`config.mk`:
```
export PLATFORM = sky130hd
export DESIGN_NAME = dl_skid_buf
export DESIGN_NICKNAME = d
export VERILOG_FILES = /design/src/rtl/dl_pkg.sv /design/src/rtl/dl_dff_en.sv /design/src/rtl/dl_skid_buf.sv
export SDC_FILE = /design/constraint.sdc
export NUM_CORES = 1
export LEC_CHECK = 0
export ABC_AREA = 1
export BUFFER_PORTS_ARGS = -buffer_cell sky130_fd_sc_hd__buf_2
export CORE_AREA = 2 2 75 77
export DETAILED_ROUTE_END_ITERATION = 6
export DIE_AREA = 0 0 77 79
export HOLD_SLACK_MARGIN = 0.15
export PLACE_DENSITY = 0.85
export SLEW_MARGIN = 20
export SYNTH_ARGS = -nofsm -noshare
export SYNTH_HDL_FRONTEND = slang
export SYNTH_HIERARCHICAL = 1
export SYNTH_SLANG_ARGS = --single-unit
```
`constraint.sdc`:
```
create_clock -name clk -period 3.25 [get_ports clk]
set_input_delay 0.65 -clock clk [delete_from_list [all_inputs] [get_ports clk]]
set_output_delay 0.65 -clock clk [all_outputs]
set_load 0.01 [all_outputs]
```
`src/rtl/dl_pkg.sv`:
```
// Shared types for the dl skid buffer: FSM state encoding and occupancy helper.
// Latency: n/a (declarations only).
// Backpressure: n/a.
package dl_pkg;

   // Buffer fill state; encoding doubles as the entry count.
   typedef enum logic [1:0] {
      ST_EMPTY = 2'd0,
      ST_BUSY  = 2'd1,
      ST_FULL  = 2'd2
   } dl_state_t;

   localparam int unsigned DL_DEPTH = 2;

   // Entries held for a given state.
   function automatic logic [1:0] dl_occ_of(input dl_state_t s);
      case (s)
         ST_BUSY: dl_occ_of = 2'd1;
         ST_FULL: dl_occ_of = 2'd2;
         default: dl_occ_of = 2'd0;
      endcase
   endfunction

endpackage

```
`src/rtl/dl_dff_en.sv`:
```
// WIDTH-bit data flop with load enable and no reset.
// Latency: 1 cycle from i_en to o_q.
// Backpressure: none; holds value whenever i_en is low.
module dl_dff_en #(
   parameter int unsigned WIDTH = 32
) (
   input  logic             i_clk,
   input  logic             i_en,
   input  logic [WIDTH-1:0] i_d,
   output logic [WIDTH-1:0] o_q
);

   logic [WIDTH-1:0] r_q;

   // Capture i_d only when loaded, so idle cycles never toggle the register.
   always_ff @(posedge i_clk) begin
      if (i_en) begin
         r_q <= i_d;
      end
   end

   assign o_q = r_q;

endmodule

```
`src/rtl/dl_skid_buf.sv`:
```
// Two-entry register slice (main + skid) with fully registered outputs.
// Latency: 1 cycle in_fire -> out_valid when empty; 1 transfer/cycle sustained.
// Backpressure: in_ready drops only when both entries are held; skid absorbs one beat.
module dl_skid_buf
   import dl_pkg::*;
#(
   parameter int unsigned WIDTH = 32
) (
   input  logic             clk,
   input  logic             rst,
   input  logic             in_valid,
   output logic             in_ready,
   input  logic [WIDTH-1:0] in_data,
   output logic             out_valid,
   input  logic             out_ready,
   output logic [WIDTH-1:0] out_data,
   output logic [1:0]       occupancy
);

   dl_state_t        r_state;
   logic             r_in_ready;
   logic             r_out_valid;
   logic [1:0]       r_occupancy;

   logic             w_in_fire;
   logic             w_out_fire;
   logic             w_main_en;
   logic             w_skid_en;
   logic [WIDTH-1:0] w_main_d;
   logic [WIDTH-1:0] w_main_q;
   logic [WIDTH-1:0] w_skid_q;

   // Handshakes use only the registered ready/valid, so fires are legal by construction.
   assign w_in_fire  = in_valid  & r_in_ready;
   assign w_out_fire = r_out_valid & out_ready;

   // Main loads from input except when draining the skid entry forward.
   assign w_main_d  = (r_state == ST_FULL) ? w_skid_q : in_data;
   assign w_main_en = !rst &&
                      (((r_state == ST_EMPTY) && w_in_fire) ||
                       ((r_state == ST_BUSY)  && w_in_fire && w_out_fire) ||
                       ((r_state == ST_FULL)  && w_out_fire));
   assign w_skid_en = !rst && (r_state == ST_BUSY) && w_in_fire && !w_out_fire;

   dl_dff_en #(.WIDTH(WIDTH)) u_main (
      .i_clk (clk),
      .i_en  (w_main_en),
      .i_d   (w_main_d),
      .o_q   (w_main_q)
   );

   dl_dff_en #(.WIDTH(WIDTH)) u_skid (
      .i_clk (clk),
      .i_en  (w_skid_en),
      .i_d   (in_data),
      .o_q   (w_skid_q)
   );

   // Fill-state FSM; outputs are updated alongside the state so none depend on inputs.
   always_ff @(posedge clk) begin
      if (rst) begin
         r_state     <= ST_EMPTY;
         r_in_ready  <= 1'b1;
         r_out_valid <= 1'b0;
         r_occupancy <= dl_occ_of(ST_EMPTY);
      end else begin
         case (r_state)
            ST_EMPTY: begin
               if (w_in_fire) begin
                  r_state     <= ST_BUSY;
                  r_out_valid <= 1'b1;
                  r_occupancy <= dl_occ_of(ST_BUSY);
               end
            end
            ST_BUSY: begin
               if (w_in_fire && !w_out_fire) begin
                  r_state     <= ST_FULL;
                  r_in_ready  <= 1'b0;
                  r_occupancy <= dl_occ_of(ST_FULL);
               end else if (!w_in_fire && w_out_fire) begin
                  r_state     <= ST_EMPTY;
                  r_out_valid <= 1'b0;
                  r_occupancy <= dl_occ_of(ST_EMPTY);
               end
            end
            ST_FULL: begin
               if (w_out_fire) begin
                  r_state     <= ST_BUSY;
                  r_in_ready  <= 1'b1;
                  r_occupancy <= dl_occ_of(ST_BUSY);
               end
            end
            default: begin
               r_state     <= ST_EMPTY;
               r_in_ready  <= 1'b1;
               r_out_valid <= 1'b0;
               r_occupancy <= dl_occ_of(ST_EMPTY);
            end
         endcase
      end
   end

   assign in_ready  = r_in_ready;
   assign out_valid = r_out_valid;
   assign out_data  = w_main_q;
   assign occupancy = r_occupancy;

endmodule

```
### After elaboration in Yosys (flattened, before gate mapping)

Index checks and enable logic that the tools add are counted.
W data, S select, Z words.

| cells by class | value |
|---|---|
| equality and inequality tests | 8 |
| mux-type cells | 13 |
| bitwise logic cells | 4 |
| reduce and logical (&&, ||, !) cells | 19 |

Operator list:

| cell | number |
|---|---|
| $mux W32 | 1 |
| $logic_and A1 B1 Y1 | 10 |
| $mux W2 | 4 |
| $ne A2 B2 Y1 const B | 3 |
| $pmux W1 S3 | 2 |
| $pmux W2 S3 | 1 |
| $reduce_and A3 Y1 | 2 |
| $mux W1 | 5 |
| $ne A2 B1 Y1 const B | 2 |
| $reduce_and A4 Y1 | 1 |
| $logic_not A1 Y1 | 3 |
| $ne A3 B1 Y1 const B | 1 |
| $and A1 B1 Y1 | 2 |
| $eq A2 B1 Y1 const B | 1 |
| $eq A2 B2 Y1 const B | 1 |
| $logic_not A2 Y1 | 1 |
| $logic_or A1 B1 Y1 | 2 |
| $not A1 Y1 | 2 |

| storage, ports and cells | value |
|---|---|
| register bits after elaboration | 68 |
| input bits | 36 |
| output and inout port bits | 36 |
| logic and storage cells | 49 |

### Longest topological paths before layout

| depth | value |
|---|---|
| depth in word-level cells | 6 |
| gate-level depth with buffers | 7 |

### By module

Netlist, hierarchy kept.

Modules (own cells, without submodules):

| module | instances | cells an instance | area an instance (µm²) | seq. area each (µm²) |
|---|---|---|---|---|
| dl_dff_en | 2 | 32 | 960.9 | 960.9 |
| dl_skid_buf | 1 | 139 | 678.2 | 80.1 |

### Least setup slack after synthesis

No wires, ideal clock.

| timing path | value |
|---|---|
| path kind | in2reg |
| start point | in out_ready |
| end point | reg u_skid.r_q[0] (netlist: u_skid/o_q[0]) (enable) |
| arrival | 2295 ps |
| data required time | 2829 ps |
| slack | 534 ps |
| cell stages on the path | 3 |
| path buffers | 0 |
| cell sequence | nand2_1 > nand4_1 > nor2_1 |

| on the way | value |
|---|---|
| longest elaborated chain between the ends | 3 |

Ends and longest elaborated chain:

| element | RTL line | source |
|---|---|---|
| start: declaration | dl_skid_buf.sv:15 | `input logic out_ready,` |
| $and A1 B1 Y1 | dl_skid_buf.sv:35 | `assign w_out_fire = r_out_valid & out_ready;` |
| $logic_not A1 Y1 | dl_skid_buf.sv:43 | `assign w_skid_en = !rst && (r_state == ST_BUSY) && w_in_fire && !w_out_fire;` |
| $logic_and A1 B1 Y1 | dl_skid_buf.sv:43 |  |
| via w_skid_en | dl_skid_buf.sv:28 | `logic w_skid_en;` |
| end signal: assignment | dl_dff_en.sv:18 | `r_q <= i_d;` |
| end: declaration | dl_dff_en.sv:13 | `logic [WIDTH-1:0] r_q;` |

The timed path passes the listed nets, and every way through them passes these cells.
A chain may end at the register's enable or synchronous reset.

==> reports/results.tsv <==
metric	value	unit
cpMaxStageDelayCell	dfxtp_1	
cp.required	3.23	ns
synthCells	203	
cp_num_buf_inv	2	
cts_resized	0	
postCtsHoldBufs	0	
syn_area_per_cell	12.8	um^2
synth_seq_area_share	77.0	%
cts_buffers	9	
maxCapViolCount	0	
fin_crit	2.03	ns
drc	0	
crit_type	reg -> reg	
skew	0.00366	ns
drt_iter0_markers	112	
yosys-top-cells-area	edfxtp_1 74%, nand2_1 15%, dfxtp_1 3.1%	
clk_pin_slew	0.06	ns
holdPathStages	2	
end_kind	register	
finalSetupTns	0	ns
slew-limit-headroom	41.6	%
routed_via_density	4.70	
crit_arrival	2.02	ns
place_area	3000	um^2
synth_common_cells	106 x nand2_1, 64 x edfxtp_1, 6 x buf_6, 5 x a21oi_1	
yosysWarningCount	6	
met2_usage	22.7	%
p_leak	1.34	nW
grt_pass1_wl	6870	um
cp.depth	5	
buffer_ports.inserted	71	
slowest_delay	0.45	ns
die_w	77	um
setup_slack	1.22	ns
overflow	0	
grt_setup_unrepaired	no	
worst-r2r-cell-count	5	
path_cells	inv_2, nor2_8, nor2_1, a211oi_4, buf_4	
grt_max_degree	37	
post-place-ws	0.979	ns
final_cells	355	
h-tree-depth	3	
synth_top_area_share	73.9	%
hold_class	reg -> reg	
num_vias	1670	
area_delta_synth_final	21.0	%
cp_top_family	simple AND/OR/NAND/NOR gates	
clockRootBuffer	clkbuf_8	
final_util	59.0	%
diodes	0	
cts_setup_buffers	0	
design_area	3150	um^2
cts_buffer_depth	2	
yosys.area.top_type	edfxtp_1	
cts_tree	done	
antenna_found_initial	0	
first_pass_iters	4	
fp.dieH	79	um
clk-insertion-delay-late	0.33	ns
die-area	6080	um^2
wire_per_inst	12.3	um
met1_usage	20.4	%
clock.fmax	492	MHz
top_level_ports	72	
finalWirelength	4380	um
netlist_area	2600	um^2
gr-usage-met3	5.23	%
async_flop_share	0	%
synth_edf_count	64	
finalCritPeriodShare	62.5	%
multiInputGateArea	524	um^2
worstMarginPinSlew	0.875	ns
fin_nets	316	
drive_above_1_share	32.5	%
synthFlopType	edfxtp_1	
area.sequential	2000	um^2
hpwl	2980	um
worstSetupStartpointType	register	
dpl.cell_count	341	
ys_ff_latch	68	
busiest_layer	met2	
finalSetupViolCount	0	
irDropWorstVdd	362	uV
clock-sinks	68	
num_rows	27	
critPathMaxFanout	36	
synthesis.nets	239	
grt_pass1_vias	1502	
status	finished, final reports clean	
drv_slew	0	
drtAntennaViolNets	0	
power_density	575	nW/um^2
hold_viol_final	0	
track_usage	15.3	%
n_fill_cell	452	
gp_congestion	0.793	
coreArea	5340	um^2
synth_most_common_cell	nand2_1	
ys_types	16	
start_util	48.7	%
[metrics by stage]
step / total power [mW] / hold slack (ns)
floorplan: 1.21 / 0.489
global placement: 1.28 / 0.466
detailed placement: 1.29 / 0.478
CTS: 1.83 / 0.487
global route: 1.88 / 0.489
finish: 1.81 / 0.483
[cell families after synthesis]
family,share of synthesized area [%]
AOI/OAI and AO/OA,1.64
DFF,77.0
buffers and inverters,3.42
and+or+nand+nor,18.0
[worst reg2reg max path, stage by stage (launching register included)]
cell and delay [ns]:
dfxtp_1 0.45, inv_2 0.11, nor2_8 0.40, nor2_1 0.15
a211oi_4 0.16, buf_4 0.39
[state kept, by name (all words and copies together) (netlist names)]
signal      count
occupancy       2
in_ready        1
out_valid       1
u_main/o_q     32
u_skid/o_q     32
[path summary, 6_finish.rpt]
| kind | from | endpoint | slack (ns) |
|---|---|---|---|
| max | occupancy[1]$_SDFFE_PP0P_ | u_main/o_q[22]$_DFFE_PP_ | 1.22 |
| min | out_valid$_SDFFE_PP0P_ | out_valid$_SDFFE_PP0P_ | 0.48 |
| max reg2reg | occupancy[1]$_SDFFE_PP0P_ | u_main/o_q[22]$_DFFE_PP_ | 1.22 |
| min reg2reg | out_valid$_SDFFE_PP0P_ | out_valid$_SDFFE_PP0P_ | 0.48 |
[layer usage]
metal  up-vias  part of all wire [%]
li1        833                     -
met1       757                    43
met2        71                    48
met3         9                   6.5
met4         0                   1.8
met5         -                     0
[cell type report]
type	count	share of cell area, %
clock inverter	4	0.596
sequential	68	63.6
tap	72	2.86
clock buffer	10	4.06
timing repair buffer	72	11.5
inverter	5	0.676
multi-input combinational	124	16.7
[cell usage in the layout (no fill, tap or decap), drive strengths merged]
cell / instances
clkinv: 4
a211oi: 1
nand4: 1
clkbuf: 10
edfxtp: 64
nand2: 107
nor2: 6
o21ai: 1
nand3: 3
buf: 72
a21oi: 5
dfxtp: 4
inv: 5
[report_power, final]
part,leakage (nW),switching (mW),internal [mW]
Sequential,0.619,0.0202,1.03
Combinational,0.640,0.142,0.0760
Clock,0.0792,0.274,0.261
Total,1.34,0.437,1.37
Power figures use the tool's default switching activity.
